### src/rtl/serial_sub_pkg.sv
// Shared state encoding and elaboration-time helpers for the bit-serial subtractor.
package serial_sub_pkg;

   typedef enum logic [1:0] {
      StIdle = 2'd0,
      StRun  = 2'd1,
      StDone = 2'd2
   } state_e;

   function automatic int unsigned clog2(input int unsigned n);
      int unsigned r;
      r = 0;
      for (int unsigned i = 0; i < 32; i++) begin
         if ((32'd1 << i) < n) r = i + 1;
      end
      return r;
   endfunction

endpackage

### src/rtl/serial_subtractor_if.sv
// Start/ready/done handshake and operand/result bundle between controller and subtractor.
interface serial_subtractor_if #(
   parameter int unsigned WIDTH = 8
);
   logic             start;
   logic [WIDTH-1:0] a;
   logic [WIDTH-1:0] b;
   logic             bin;
   logic             ready;
   logic             busy;
   logic             done;
   logic [WIDTH-1:0] diff;
   logic             bout;
   logic             ovf;

   modport master (
      output start, a, b, bin,
      input  ready, busy, done, diff, bout, ovf
   );

   modport slave (
      input  start, a, b, bin,
      output ready, busy, done, diff, bout, ovf
   );

endinterface

### src/rtl/full_subtractor_cell.sv
// Single-bit full subtractor: d = x - y - bin, with borrow out.
module full_subtractor_cell (
   input  logic x,
   input  logic y,
   input  logic bin,
   output logic d,
   output logic bout
);

   assign d    = x ^ y ^ bin;
   assign bout = (~x & y) | (~(x ^ y) & bin);

endmodule

### src/rtl/serial_subtractor.sv
// Bit-serial two's-complement subtractor, LSB first, one full-subtractor cell and a borrow flop.
module serial_subtractor
   import serial_sub_pkg::*;
#(
   parameter int unsigned WIDTH = 8
) (
   input logic                clk,
   input logic                rst,
   serial_subtractor_if.slave bus
);

   localparam int unsigned CntW = (clog2(WIDTH) > 0) ? clog2(WIDTH) : 1;
   localparam logic [CntW-1:0] LastCnt = CntW'(WIDTH - 1);

   state_e            state_q, state_d;
   logic [WIDTH-1:0]  a_sh_q, a_sh_d;
   logic [WIDTH-1:0]  b_sh_q, b_sh_d;
   logic [WIDTH-1:0]  diff_q, diff_d;
   logic [CntW-1:0]   cnt_q, cnt_d;
   logic              borrow_q, borrow_d;
   logic              a_msb_q, a_msb_d;
   logic              b_msb_q, b_msb_d;
   logic              bout_q, bout_d;
   logic              ovf_q, ovf_d;
   logic              cell_d, cell_bo;

   full_subtractor_cell u_cell (
      .x    (a_sh_q[0]),
      .y    (b_sh_q[0]),
      .bin  (borrow_q),
      .d    (cell_d),
      .bout (cell_bo)
   );

   always_comb begin
      state_d  = state_q;
      a_sh_d   = a_sh_q;
      b_sh_d   = b_sh_q;
      diff_d   = diff_q;
      cnt_d    = cnt_q;
      borrow_d = borrow_q;
      a_msb_d  = a_msb_q;
      b_msb_d  = b_msb_q;
      bout_d   = bout_q;
      ovf_d    = ovf_q;
      case (state_q)
         StIdle: begin
            if (bus.start) begin
               state_d  = StRun;
               a_sh_d   = bus.a;
               b_sh_d   = bus.b;
               borrow_d = bus.bin;
               cnt_d    = '0;
               a_msb_d  = bus.a[WIDTH-1];
               b_msb_d  = bus.b[WIDTH-1];
            end
         end
         StRun: begin
            a_sh_d   = a_sh_q >> 1;
            b_sh_d   = b_sh_q >> 1;
            diff_d   = {cell_d, diff_q[WIDTH-1:1]};
            borrow_d = cell_bo;
            cnt_d    = cnt_q + CntW'(1);
            if (cnt_q == LastCnt) begin
               state_d = StDone;
               bout_d  = cell_bo;
               // Overflow only when operand signs differ and the result sign departs from a.
               ovf_d   = (a_msb_q != b_msb_q) && (cell_d != a_msb_q);
            end
         end
         StDone:  state_d = StIdle;
         default: state_d = StIdle;
      endcase
   end

   always_ff @(posedge clk) begin
      if (rst) begin
         state_q  <= StIdle;
         a_sh_q   <= '0;
         b_sh_q   <= '0;
         diff_q   <= '0;
         cnt_q    <= '0;
         borrow_q <= 1'b0;
         a_msb_q  <= 1'b0;
         b_msb_q  <= 1'b0;
         bout_q   <= 1'b0;
         ovf_q    <= 1'b0;
      end else begin
         state_q  <= state_d;
         a_sh_q   <= a_sh_d;
         b_sh_q   <= b_sh_d;
         diff_q   <= diff_d;
         cnt_q    <= cnt_d;
         borrow_q <= borrow_d;
         a_msb_q  <= a_msb_d;
         b_msb_q  <= b_msb_d;
         bout_q   <= bout_d;
         ovf_q    <= ovf_d;
      end
   end

   assign bus.ready = (state_q == StIdle);
   assign bus.busy  = (state_q == StRun);
   assign bus.done  = (state_q == StDone);
   assign bus.diff  = diff_q;
   assign bus.bout  = bout_q;
   assign bus.ovf   = ovf_q;

endmodule

### src/flat_wrapper.sv
// flat-port wrapper written by rule: the top's interface ports become plain ports
module serial_subtractor_flat import serial_sub_pkg::*;
#(
   parameter int unsigned WIDTH = 8
)
  (clk, rst, bus_start, bus_a, bus_b, bus_bin, bus_ready, bus_busy, bus_done, bus_diff, bus_bout, bus_ovf);
  serial_subtractor_if #(.WIDTH(WIDTH)) bus_i ();
  input logic clk;
  input logic rst;
  input wire logic [$bits(bus_i.start)-1:0] bus_start;
  input wire logic [$bits(bus_i.a)-1:0] bus_a;
  input wire logic [$bits(bus_i.b)-1:0] bus_b;
  input wire logic [$bits(bus_i.bin)-1:0] bus_bin;
  output wire logic [$bits(bus_i.ready)-1:0] bus_ready;
  output wire logic [$bits(bus_i.busy)-1:0] bus_busy;
  output wire logic [$bits(bus_i.done)-1:0] bus_done;
  output wire logic [$bits(bus_i.diff)-1:0] bus_diff;
  output wire logic [$bits(bus_i.bout)-1:0] bus_bout;
  output wire logic [$bits(bus_i.ovf)-1:0] bus_ovf;
  assign bus_i.start = bus_start;
  assign bus_i.a = bus_a;
  assign bus_i.b = bus_b;
  assign bus_i.bin = bus_bin;
  assign bus_ready = bus_i.ready;
  assign bus_busy = bus_i.busy;
  assign bus_done = bus_i.done;
  assign bus_diff = bus_i.diff;
  assign bus_bout = bus_i.bout;
  assign bus_ovf = bus_i.ovf;
  serial_subtractor #(.WIDTH(WIDTH)) u_core (.clk(clk), .rst(rst), .bus(bus_i));
endmodule
### config.mk
export PLATFORM = sky130hd
export DESIGN_NAME = serial_subtractor_flat
export DESIGN_NICKNAME = d
export VERILOG_FILES = /design/src/rtl/serial_sub_pkg.sv /design/src/rtl/serial_subtractor_if.sv /design/src/rtl/full_subtractor_cell.sv /design/src/rtl/serial_subtractor.sv /design/src/flat_wrapper.sv
export SDC_FILE = /design/constraint.sdc
export NUM_CORES = 1
export LEC_CHECK = 0
export ABC_CLOCK_PERIOD_IN_PS = 2640
export BUFFER_PORTS_ARGS = -buffer_cell sky130_fd_sc_hd__buf_2
export CAP_MARGIN = 5
export CELL_PAD_IN_SITES_DETAIL_PLACEMENT = 0
export CELL_PAD_IN_SITES_GLOBAL_PLACEMENT = 2
export CORE_ASPECT_RATIO = 0.6
export CORE_UTILIZATION = 36
export DETAILED_ROUTE_END_ITERATION = 7
export PLACE_DENSITY_LB_ADDON = 0.08
export SETUP_SLACK_MARGIN = 0.1
export SYNTH_ARGS = -nofsm -noshare
export SYNTH_HDL_FRONTEND = slang
export SYNTH_HIERARCHICAL = 1
export SYNTH_SLANG_ARGS = --single-unit
### constraint.sdc
create_clock -name clk -period 2.64 [get_ports clk]
set_clock_uncertainty 0.15 [all_clocks]
set_input_delay 0.528 -clock clk [delete_from_list [all_inputs] [get_ports clk]]
set_output_delay 0.528 -clock clk [all_outputs]
set_load 0.02 [all_outputs]
== Yosys cells after proc, flatten, opt, wreduce, memory -nomap -nowiden ==
Index checks and enable logic that the tools add are counted.

* Add/sub/neg operators: 1
* Multiply operators: 0
* Div/mod/pow operators: 0
* $lt $le $gt $ge: 0
* Equal/unequal tests: 7
* Shift operators: 0
* Mux-type cells: 11
* Bitwise logic cells: 7
* Reductions and logical operators: 7

{| class="wikitable"
|+ Operators with widths
! operator !! count
|-
| 8-bit case mux with 2 select lines || 2
|-
| 8-bit 2-to-1 mux || 2
|-
| 2-bit AND reduction || 4
|-
| 3-bit case mux with 2 select lines || 1
|-
| 2-bit 2-to-1 mux || 2
|-
| 2-bit case mux with 2 select lines || 1
|-
| 3-bit by 1-bit adder with 3-bit output, second input constant || 1
|-
| 3-bit equality test, second input constant || 1
|-
| 3-bit 2-to-1 mux || 1
|-
| 1-bit bitwise AND || 2
|-
| 2-bit by 1-bit equality test with 1-bit output, second input constant || 1
|-
| 2-bit equality test, second input constant || 1
|-
| 2-bit zero test || 1
|-
| 1-bit inequality test || 2
|-
| 2-bit by 1-bit inequality test with 1-bit output, second input constant || 1
|-
| 2-bit inequality test, second input constant || 1
|-
| 1-bit inverter || 2
|-
| 1-bit case mux with 2 select lines || 1
|-
| 2-bit nonzero test || 1
|-
| 1-bit bitwise XOR || 2
|-
| 1-bit logical AND || 1
|-
| 1-bit 2-to-1 mux || 1
|-
| 1-bit bitwise OR || 1
|}

* Register bits after elaboration: 34
* Latch bits: 0
* Bits in writable memories: 0
* Memory bits (read-only): 0
* Input port bits: 20
* Output and inout bits: 13
* Word-level logic and storage cells: 43
* Memories kept: 0

== Depth between registers and ports, before layout ==
Gate-level depths: netlist of run 1.

* Word-level depth: 5
* Mapped depth: 7
* Gate-level depth less buffers: 5

== Modules after synthesis ==
The synthesis of run 1 kept the hierarchy.

{| class="wikitable"
|+ By module, submodules not included
! module !! instances !! cells an instance !! area an instance (sq um) !! seq. area each (sq um)
|-
| serial_subtractor || 1 || 155 || 1576.5 || 680.7
|-
| full_subtractor_cell || 1 || 4 || 31.3 || 0.0
|}

== Least setup slack after synthesis of run 1 ==
Ideal clock, no wire load.

* Path type: register to output
* Start point: reg u_core.state_q[0]
* End point: out bus_done
* Arrival time: 0.901 ns
* Required time: 1.962 ns
* Setup slack: 1.061 ns
* Stages on the path, launching flop included: 4
* Path buffers: 2
* Path through: dfxtp_1 -> buf_6 -> buf_4 -> nor2b_1

* Longest elaborated chain between the ends: 1

{| class="wikitable"
|+ RTL lines
! what !! RTL line !! source
|-
| start: declaration || serial_subtractor.sv:15 || <nowiki>state_e state_q, state_d;</nowiki>
|-
| start signal: assignment || serial_subtractor.sv:78 || <nowiki>state_q <= StIdle;</nowiki>
|-
| start signal: assignment || serial_subtractor.sv:89 || <nowiki>state_q <= state_d;</nowiki>
|-
| 2-bit equality test || serial_subtractor.sv:104 || <nowiki>assign bus.done = (state_q == StDone);</nowiki>
|-
| end: declaration || flat_wrapper.sv:16 || <nowiki>output wire logic [$bits(bus_i.done)-1:0] bus_done;</nowiki>
|}

No other way between the ends.

== Worst setup path in the final report of run 1 ==
* Start point: reg u_core.state_q[0]
* End point: out bus_busy

* Longest elaborated chain between the ends: 1

{| class="wikitable"
|+ RTL lines
! what !! RTL line !! source
|-
| 2-bit by 1-bit equality test with 1-bit output || serial_subtractor.sv:103 || <nowiki>assign bus.busy = (state_q == StRun);</nowiki>
|-
| end: declaration || flat_wrapper.sv:15 || <nowiki>output wire logic [$bits(bus_i.busy)-1:0] bus_busy;</nowiki>
|}

No other way between the ends.

==> out/qor.csv, run 1 <==
metric;value;unit
start_kind;flip-flop;
use_met2;0.196;
setup_viol;0;
wire_per_inst;12.6;microns
hold_viol_final;0;
die_area;0.00475;sq mm
grt_util_met1;0.205;
status;complete, no violations;
seq_area_frac_synth;0.423;
place_congestion;0.677;
rsz0062_at_grt;false;
antenna_found_initial;0;
p_seq_frac;0.507;
first_pass_iters;4;
cp_num_buf_inv;2;
p_leak;0.000738;uW
pin_count;33;
yosys_warnings;6;
clkTransAtPathRegs;0.07;ns
total_power;1110;uW
area_growth;14.2;%
finalSetupTns;0;ns
grt_util_all_layers;0.144;
layout_common_cells;dfxtp_1 (34), buf_2 (32), nand2_1 (19);
reg2reg_setup_slack;0.88;ns
syn_area;0.00161;sq mm
wirelength;3110;microns
slowest_delay;0.58;ns
crit_chain;nand2b_4, inv_6, buf_2;
clk_path_buf_depth;2;
finalCritPeriodShare;0.775;
p_switching;293;uW
clock_latency;0.28;ns
cts_root_buf;clkbuf_8;
initial_core_util;0.384;
grt_max_degree;35;
overflow;0;
busiest_layer;met1;
final_common_cell;dfxtp_1;
maxCapViolCount;0;
power.share.clock;0.351;
crit_arrival;1.37;ns
synthCells;159;
cts.repair.resized;0;
holdCritPathClass;reg -> reg;
relSlewSlack;0.491;
ant_nets;0;
grt_pass1_vias;992;
period_needed;2.05;ns
cts_tree;built;
die_w;88.3;microns
critPathMaxFanout;14;
final_core_util;0.438;
viasPerCell;4.74;
tightest_slew;0.763;ns
drt-initial-drc-count;45;
swShare;0.263;
slew_violations;0;
port_buffers;32;
clock-sinks;34;
cts_hold_buf;0;
cpMaxStageDelayCell;dfxtp_1;
gr-usage-met3;0.0460;
fin_nets;209;
rows;18;
internal_power;820;uW
die_h;53.8;microns
grt_pass1_wl;4840;microns
crit_family;flip-flops;
cts_buffers;5;
cp.required;1.96;ns
post_cts_buffers;0;
power.density;606;mW/mm^2
fmax;489;MHz
drive_above_1_share;0.396;
endpoint_kind;output pin;
comb_power_share;0.142;
vias;1170;
diodes;0;
synth_seq_cells;34;
core_area;0.00419;sq mm
ir_drop;0.243;mV
yosysUniqueCellTypes;30;
hpwl;2150;microns
htree_levels;2;
syn-num-nets;182;
drc;0;
crit_type;reg -> out;
avgSynthCellArea;10.1;sq um
per-stage QoR:
stage                     area (sq um)  hold WS [ns]  setup WS [ns]  cells
after detailed placement          1740         0.295          0.904    239
after global placement            1740         0.295          0.949    239
after floorplan                   1610         0.304           1.06    159
after CTS                         1840         0.305          0.584    247
final                             1840         0.301          0.594    247
after global routing              1840         0.333          0.481    247
cells by family after synthesis:
logic type	Yosys count	synth area share
buffers and inverters	18	0.0809
AOI/OAI and AO/OA	36	0.198
adders and majority gates	3	0.0280
muxes	16	0.0996
DFF	34	0.423
and+or+nand+nor	52	0.170
sequential cells by signal, indices dropped and copies added, names as in the netlist:
signal,flops
u_core/state_q,2
u_core/borrow_q,1
u_core/bus.ovf,1
u_core/a_sh_q,8
u_core/cnt_q,3
u_core/bus.diff,8
u_core/a_msb_q,1
u_core/bus.bout,1
u_core/b_msb_q,1
u_core/b_sh_q,8
worst min-delay path, cell delays in order, from the launching register on:
cell	delay, ns
dfxtp_1	0.31
nand2_1	0.05
a21oi_1	0.05
final timing paths:
| check | startpoint | to | cells after the start |
|---|---|---|---|
| worst min-delay path | u_core/bus.diff[0] | u_core/bus.diff[0] | 2 |
| worst max register to register | u_core/state_q[0] | u_core/a_sh_q[0] | 3 |
| worst max-delay path | u_core/state_q[0] | bus_busy | 3 |
| worst min register to register | u_core/bus.diff[0] | u_core/bus.diff[0] | 2 |
layer usage:
| layer | part of all wire | up-vias |
|---|---|---|
| li1 | - | 598 |
| met1 | 0.54 | 546 |
| met2 | 0.41 | 23 |
| met3 | 0.047 | 3 |
| met4 | 0.0051 | 0 |
| met5 | 0 | - |
power by group through the flow:
| stage | clock network [uW] | registers [uW] | logic [uW] |
|---|---|---|---|
| finish | 391 | 564 | 158 |
| floorplan | 0 | 572 | 134 |
| CTS | 408 | 564 | 160 |
| detailed placement | 0 | 576 | 159 |
| global route | 430 | 569 | 172 |
| global placement | 0 | 575 | 156 |
final cells by class:
type | count | area (sq um)
Multi-Input combinational cell | 107 | 797
Clock buffer | 7 | 86.3
Fill cell | 433 | 2350
Sequential cell | 34 | 681
Inverter | 5 | 23.8
Timing Repair Buffer | 33 | 168
Tap cell | 60 | 75.1
Clock inverter | 1 | 5.00
cells in the mapped netlist:
| master | instances | area [sq um] |
|---|---|---|
| a211oi_1 | 1 | 7.51 |
| a211oi_2 | 15 | 188 |
| a21oi_1 | 13 | 65.1 |
| a21oi_2 | 1 | 8.76 |
| a22oi_1 | 2 | 15.0 |
| and3b_1 | 1 | 8.76 |
| buf_1 | 1 | 3.75 |
| buf_2 | 1 | 5.00 |
| buf_4 | 3 | 22.5 |
| buf_6 | 6 | 67.6 |
| clkbuf_1 | 2 | 7.51 |
| dfxtp_1 | 34 | 681 |
| fa_1 | 1 | 20.0 |
| ha_1 | 2 | 25.0 |
| inv_1 | 4 | 15.0 |
| inv_6 | 1 | 8.76 |
| mux2i_1 | 16 | 160 |
| nand2_1 | 19 | 71.3 |
| nand2b_1 | 2 | 12.5 |
| nand2b_4 | 1 | 13.8 |
| nand3_2 | 1 | 10.0 |
| nand3b_1 | 1 | 7.51 |
| nor2_1 | 7 | 26.3 |
| nor2_2 | 14 | 87.6 |
| nor2b_1 | 1 | 6.26 |
| nor3_1 | 3 | 15.0 |
| nor3b_1 | 2 | 15.0 |
| o21ai_0 | 2 | 10.0 |
| o21ba_4 | 1 | 16.3 |
| o21bai_1 | 1 | 7.51 |
(Power assumes the default switching activity.)
==> run 2: changes to the inputs <==
--- a/config.mk
+++ b/config.mk
@@ -5,13 +5,14 @@
 export SDC_FILE = /design/constraint.sdc
 export NUM_CORES = 1
 export LEC_CHECK = 0
-export ABC_CLOCK_PERIOD_IN_PS = 2640
+export ABC_AREA = 1
+export ABC_CLOCK_PERIOD_IN_PS = 2050
 export BUFFER_PORTS_ARGS = -buffer_cell sky130_fd_sc_hd__buf_2
 export CAP_MARGIN = 5
 export CELL_PAD_IN_SITES_DETAIL_PLACEMENT = 0
 export CELL_PAD_IN_SITES_GLOBAL_PLACEMENT = 2
 export CORE_ASPECT_RATIO = 0.6
-export CORE_UTILIZATION = 36
+export CORE_UTILIZATION = 28
 export DETAILED_ROUTE_END_ITERATION = 7
 export PLACE_DENSITY_LB_ADDON = 0.08
 export SETUP_SLACK_MARGIN = 0.1
==> constraint.sdc (replaced) <==
create_clock -name clk -period 2.05 [get_ports clk]
set_clock_uncertainty 0.15 [all_clocks]
set_input_delay 0.41 -clock clk [delete_from_list [all_inputs] [get_ports clk]]
set_output_delay 0.41 -clock clk [all_outputs]
set_load 0.02 [all_outputs]
==> out/qor.csv, run 2 <==
metric;value;unit;change
grt_util_met1;0.216;;was 0.205
post-synth-top-area-fraction;0.427;;was 0.423
syn-num-nets;266;;was 182
rsz0062_at_grt;false;;unchanged
grt_pass1_vias;1310;;was 992
wire_per_inst;11.0;microns;was 12.6 microns
setup_ws;0.224;ns;was 0.594 ns
gr-usage-met3;0.0415;;was 0.0460
synthTopCellsByArea;dfxtp_1 (43%), nand2_1 (18%), nor2_1 (12%);;was dfxtp_1 (42%), a211oi_2 (12%), mux2i_1 (10%)
period_needed;1.83;ns;
slowest_delay;0.48;ns;was 0.58 ns
layout_common_cells;nand2_1 (75), nor2_1 (53), dfxtp_1 (34);;was dfxtp_1 (34), buf_2 (32), nand2_1 (19)
fill_cells;598;;was 433
multi_input_area;733;sq um;was 797 sq um
power.density;786;mW/mm^2;was 606 mW/mm^2
grt_pass1_wl;6520;microns;was 4840 microns
avgSynthCellArea;6.56;sq um;was 10.1 sq um
initial_core_util;0.302;;was 0.384
synth_edf_count;0;;unchanged
cts_buffers;5;;unchanged
ir_drop;0.237;mV;was 0.243 mV
diodes;0;;unchanged
yosysUniqueCellTypes;15;;was 30
place_congestion;0.699;;was 0.677
yosys.area.top_type;dfxtp_1;;unchanged
final_common_cell;nand2_1;;was dfxtp_1
start_kind;flip-flop;;unchanged
synth_seq_cells;34;;unchanged
slew_violations;0;;unchanged
hpwl;2630;microns;was 2150 microns
drc;0;;unchanged
dp_slack;0.510;ns;was 0.904 ns
cts_root_buf;clkbuf_8;;unchanged
cpMaxStageDelayCell;dfxtp_1;;unchanged
drt-initial-drc-count;38;;was 45
post_cts_buffers;0;;unchanged
grt_max_degree;32;;was 35
finalSetupTns;0;ns;unchanged
rows;20;;was 18
htree_levels;2;;unchanged
die_h;60.5;microns;was 53.8 microns
overflow;0;;unchanged
first_pass_iters;4;;unchanged
status;complete, no violations;;unchanged
fin_nets;299;;was 209
cp_num_buf_inv;2;;unchanged
ant_nets;0;;unchanged
cts.repair.resized;0;;unchanged
area_growth;19.8;%;was 14.2%
setup_viol;0;;unchanged
p_leak;0.000971;uW;was 0.000738 uW
hold_viol_final;0;;unchanged
tightest_slew;0.286;ns;was 0.763 ns
async_reset_ff_frac;0;;unchanged
cts_tree;built;;unchanged
viasPerCell;4.13;;was 4.74
grt_util_all_layers;0.145;;was 0.144
clkTransAtPathRegs;0.07;ns;about the same
crit_chain;nand2_2, inv_1, buf_2;;was nand2b_4, inv_6, buf_2
cts_hold_buf;0;;unchanged
holdCritPathClass;in -> reg;;was reg -> reg
crit_family;flip-flops;;unchanged
regArea;681;sq um;unchanged
yosys_most_used_dff;dfxtp_1;;unchanged
clock_latency;0.28;ns;about the same
synth.most_common_cell;nand2_1;;was dfxtp_1
vias;1453;;was 1170
drive_above_1_share;0.171;;was 0.396
crit_arrival;1.27;ns;was 1.37 ns
cp.required;1.49;ns;was 1.96 ns
seq_area_frac_synth;0.427;;was 0.423
crit_type;reg -> out;;unchanged
synthTopCellsByCount;nand2_1 (75), nor2_1 (53), dfxtp_1 (34);;was dfxtp_1 (34), nand2_1 (19), mux2i_1 (16)
die_area;0.00601;sq mm;was 0.00475 sq mm
wirelength;3880;microns;was 3110 microns
clk_path_buf_depth;2;;unchanged
busiest_layer;met1;;unchanged
clock-sinks;34;;unchanged
endpoint_kind;output pin;;unchanged
finalCritPeriodShare;0.891;;
use_met2;0.196;;about the same
pin_count;33;;unchanged
port_buffers;32;;unchanged
maxCapViolCount;0;;unchanged
antenna_found_initial;0;;unchanged
yosys_warnings;6;;unchanged
fmax;548;MHz;
die_w;99.4;microns;was 88.3 microns
relSlewSlack;0.809;;was 0.491
syn_area;0.00160;sq mm;was 0.00161 sq mm
synthCells;243;;was 159
critPathMaxFanout;10;;was 14
core_area;0.00528;sq mm;was 0.00419 sq mm
==> run 2: cell count changes in the layout (fill, tap and decap cells not counted), sizes merged, moves of 16 or more <==
cell | before | now
nand3 | 1 | 21
nand2 | 19 | 76
nor2 | 21 | 53
inv | 5 | 27
a211oi | 16 | 0
mux2i | 16 | 0
==> run 2: worst paths after layout <==
path	startpoint	cells after the start	to	slack [ns]
setup / recovery	u_core/state_q[0]	3	bus_busy	0.22
hold / removal	rst	2	u_core/b_sh_q[7]	0.27
setup reg to reg	u_core/state_q[0]	4	u_core/bus.diff[5]	0.51
hold reg to reg	u_core/b_sh_q[7]	2	u_core/b_sh_q[7]	0.32
==> run 2: through the flow <==
step                utilization  cells  instance area (sq um)  hold slack [ns]  power [uW]
floorplan                     -    243                   1600            0.289         950
global placement          0.346    346                   1830            0.312        1040
detailed placement        0.346    346                   1830            0.312        1030
CTS                       0.362    352                   1910            0.257        1530
global route              0.362    352                   1910            0.276        1610
finish                    0.362    352                   1910            0.266        1500
==> run 2: cell type report <==
type / count / area share
flip-flops and latches: 34 / 0.356
repair buffers: 38 / 0.114
clock buffers: 6 / 0.0432
well taps: 77 / 0.0504
multi-input cells: 170 / 0.384
inverters: 27 / 0.0530
==> run 2: layer usage <==
metal / routed length [microns] / part of all wire / up-vias
li1: - / - / 797
met1: 2250 / 0.58 / 631
met2: 1460 / 0.38 / 21
met3: 129 / 0.033 / 4
met4: 40 / 0.010 / 0
met5: 0 / 0 / -
==> run 2: cell families after synthesis <==
logic type               synth area share
AO/OA/AOI/OAI                      0.0604
adder cells (fa/ha/maj)            0.0282
buffers and inverters               0.114
flip-flops                          0.427
AND/OR/NAND/NOR                     0.371
==> run 2: power breakdown <==
group / internal (uW) / switching [uW]
sequential: 712 / 31.2
clock: 259 / 231
combinational: 103 / 167
==> run 3: changes to the inputs <==
--- a/config.mk
+++ b/config.mk
@@ -6,13 +6,13 @@
 export NUM_CORES = 1
 export LEC_CHECK = 0
 export ABC_AREA = 1
-export ABC_CLOCK_PERIOD_IN_PS = 2050
+export ABC_CLOCK_PERIOD_IN_PS = 2300
 export BUFFER_PORTS_ARGS = -buffer_cell sky130_fd_sc_hd__buf_2
 export CAP_MARGIN = 5
 export CELL_PAD_IN_SITES_DETAIL_PLACEMENT = 0
 export CELL_PAD_IN_SITES_GLOBAL_PLACEMENT = 2
 export CORE_ASPECT_RATIO = 0.6
-export CORE_UTILIZATION = 28
+export CORE_UTILIZATION = 31
 export DETAILED_ROUTE_END_ITERATION = 7
 export PLACE_DENSITY_LB_ADDON = 0.08
 export SETUP_SLACK_MARGIN = 0.1
==> constraint.sdc (replaced) <==
create_clock -name clk -period 2.3 [get_ports clk]
set_clock_uncertainty 0.15 [all_clocks]
set_input_delay 0.46 -clock clk [delete_from_list [all_inputs] [get_ports clk]]
set_output_delay 0.46 -clock clk [all_outputs]
set_load 0.02 [all_outputs]
==> out/qor.csv, run 3 (same netlist as run 2, synthesis figures left out) <==
metric;value;unit;change
status;complete, no violations;;unchanged
cts_root_buf;clkbuf_8;;unchanged
pin_count;33;;unchanged
hpwl;2410;microns;was 2630 microns
drive_above_1_share;0.171;;unchanged
area_growth;18.7;%;was 19.8%
core_area;0.00475;sq mm;was 0.00528 sq mm
swShare;0.275;;was 0.286
post_cts_buffers;0;;unchanged
ant_nets;0;;unchanged
dp_slack;0.511;ns;was 0.510 ns
wire_per_inst;10.9;microns;was 11.0 microns
wirelength;3680;microns;was 3880 microns
die_h;57.6;microns;was 60.5 microns
slowest_delay;0.65;ns;was 0.48 ns
hold_viol_final;0;;unchanged
cts.repair.resized;0;;unchanged
power.share.clock;0.365;;was 0.326
post_layout_nonfiller_instances;338;;was 352
internal_power;1020;uW;was 1070 uW
finalSetupTns;0;ns;unchanged
place_inst;330;;was 346
cts_buffers;5;;unchanged
endpoint_kind;output pin;;unchanged
grt_max_degree;36;;was 32
setup_viol;0;;unchanged
slew_violations;0;;unchanged
period_needed;1.93;ns;
p_switching;388;uW;was 429 uW
clock-sinks;34;;unchanged
layout_common_cells;nand2_1 (75), nor2_1 (53), dfxtp_1 (34);;unchanged
die_area;0.00545;sq mm;was 0.00601 sq mm
rows;19;;was 20
relSlewSlack;0.431;;was 0.809
finalCritPeriodShare;0.837;;
port_buffers;32;;unchanged
vias;1426;;was 1453
fmax;519;MHz;
grt_pass1_vias;1309;;was 1310
antenna_found_initial;0;;unchanged
crit_chain;nor2_1, buf_2;;was nand2_2, inv_1, buf_2
cpMaxStageDelayCell;dfxtp_1;;unchanged
hold_ws;0.312;ns;was 0.266 ns
ir_drop;0.332;mV;was 0.237 mV
cts_hold_buf;0;;unchanged
p_leak;0.000972;uW;was 0.000971 uW
grt_util_all_layers;0.152;;was 0.145
fin_nets;297;;was 299
rsz0062_at_grt;false;;unchanged
cts_tree;built;;unchanged
maxCapViolCount;0;;unchanged
clkTransAtPathRegs;0.07;ns;about the same
total_power;1410;uW;was 1500 uW
diodes;0;;unchanged
holdCritPathClass;in -> reg;;unchanged
crit_arrival;1.32;ns;was 1.27 ns
clk_path_buf_depth;2;;unchanged
drt-initial-drc-count;51;;was 38
grt_pass1_wl;6180;microns;was 6520 microns
overflow;0;;unchanged
first_pass_iters;4;;unchanged
htree_levels;2;;unchanged
cp.required;1.69;ns;was 1.49 ns
final_common_cell;nand2_1;;unchanged
critPathMaxFanout;11;;was 10
viasPerCell;4.22;;was 4.13
tightest_slew;0.850;ns;was 0.286 ns
start_kind;flip-flop;;unchanged
drc;0;;unchanged
initial_core_util;0.336;;was 0.302
comb_power_share;0.164;;was 0.180
setup_ws;0.374;ns;was 0.224 ns
power.density;745;mW/mm^2;was 786 mW/mm^2
die_w;94.6;microns;was 99.4 microns
clock_latency;0.28;ns;about the same
place_congestion;0.697;;was 0.699
crit_type;reg -> out;;unchanged
p_seq_frac;0.471;;was 0.494
run 3: area by class of cell:
cell class / count / area, sq um
fill: 562 / 2860
multi-input combinational: 170 / 733
timing repair buffer: 36 / 190
clock buffer: 8 / 110
sequential: 34 / 681
tap: 63 / 78.8
inverter: 27 / 101
run 3: final timing paths:
path / startpoint / end / slack [ns] / cells after the start
max: u_core/state_q[0] / bus_ready / 0.37 / 2
min: rst / u_core/cnt_q[2] / 0.31 / 2
max reg2reg: u_core/state_q[0] / u_core/b_sh_q[2] / 0.57 / 4
min reg2reg: u_core/a_sh_q[7] / u_core/a_sh_q[7] / 0.32 / 2
run 3: critical path: cells and delay by family, from the launching register on:
family | cells | cell delay [ns]
flip-flops | 1 | 0.65
buffers and inverters | 1 | 0.20
AND/OR/NAND/NOR | 1 | 0.19
run 3: metrics by stage:
stage	cell area (sq um)	util
floorplan	1600	-
global placement	1780	0.375
detailed placement	1780	0.375
CTS	1890	0.398
global route	1890	0.398
finish	1890	0.398
run 3: routing by layer:
metal  wire length (microns)  GRT usage  vias to the layer above
met5                       0          0                        -
met4                      44     0.0584                        0
met3                     143     0.0480                        6
met2                    1390      0.210                       20
met1                    2100      0.218                      603
li1                        -          -                      797
run 3: power groups by stage:
stage | Sequential, uW | Combinational (uW) | Clock (uW)
floorplan | 683 | 164 | 0
global placement | 679 | 237 | 0
detailed placement | 678 | 234 | 0
CTS | 665 | 235 | 538
global route | 670 | 270 | 569
finish | 665 | 231 | 516
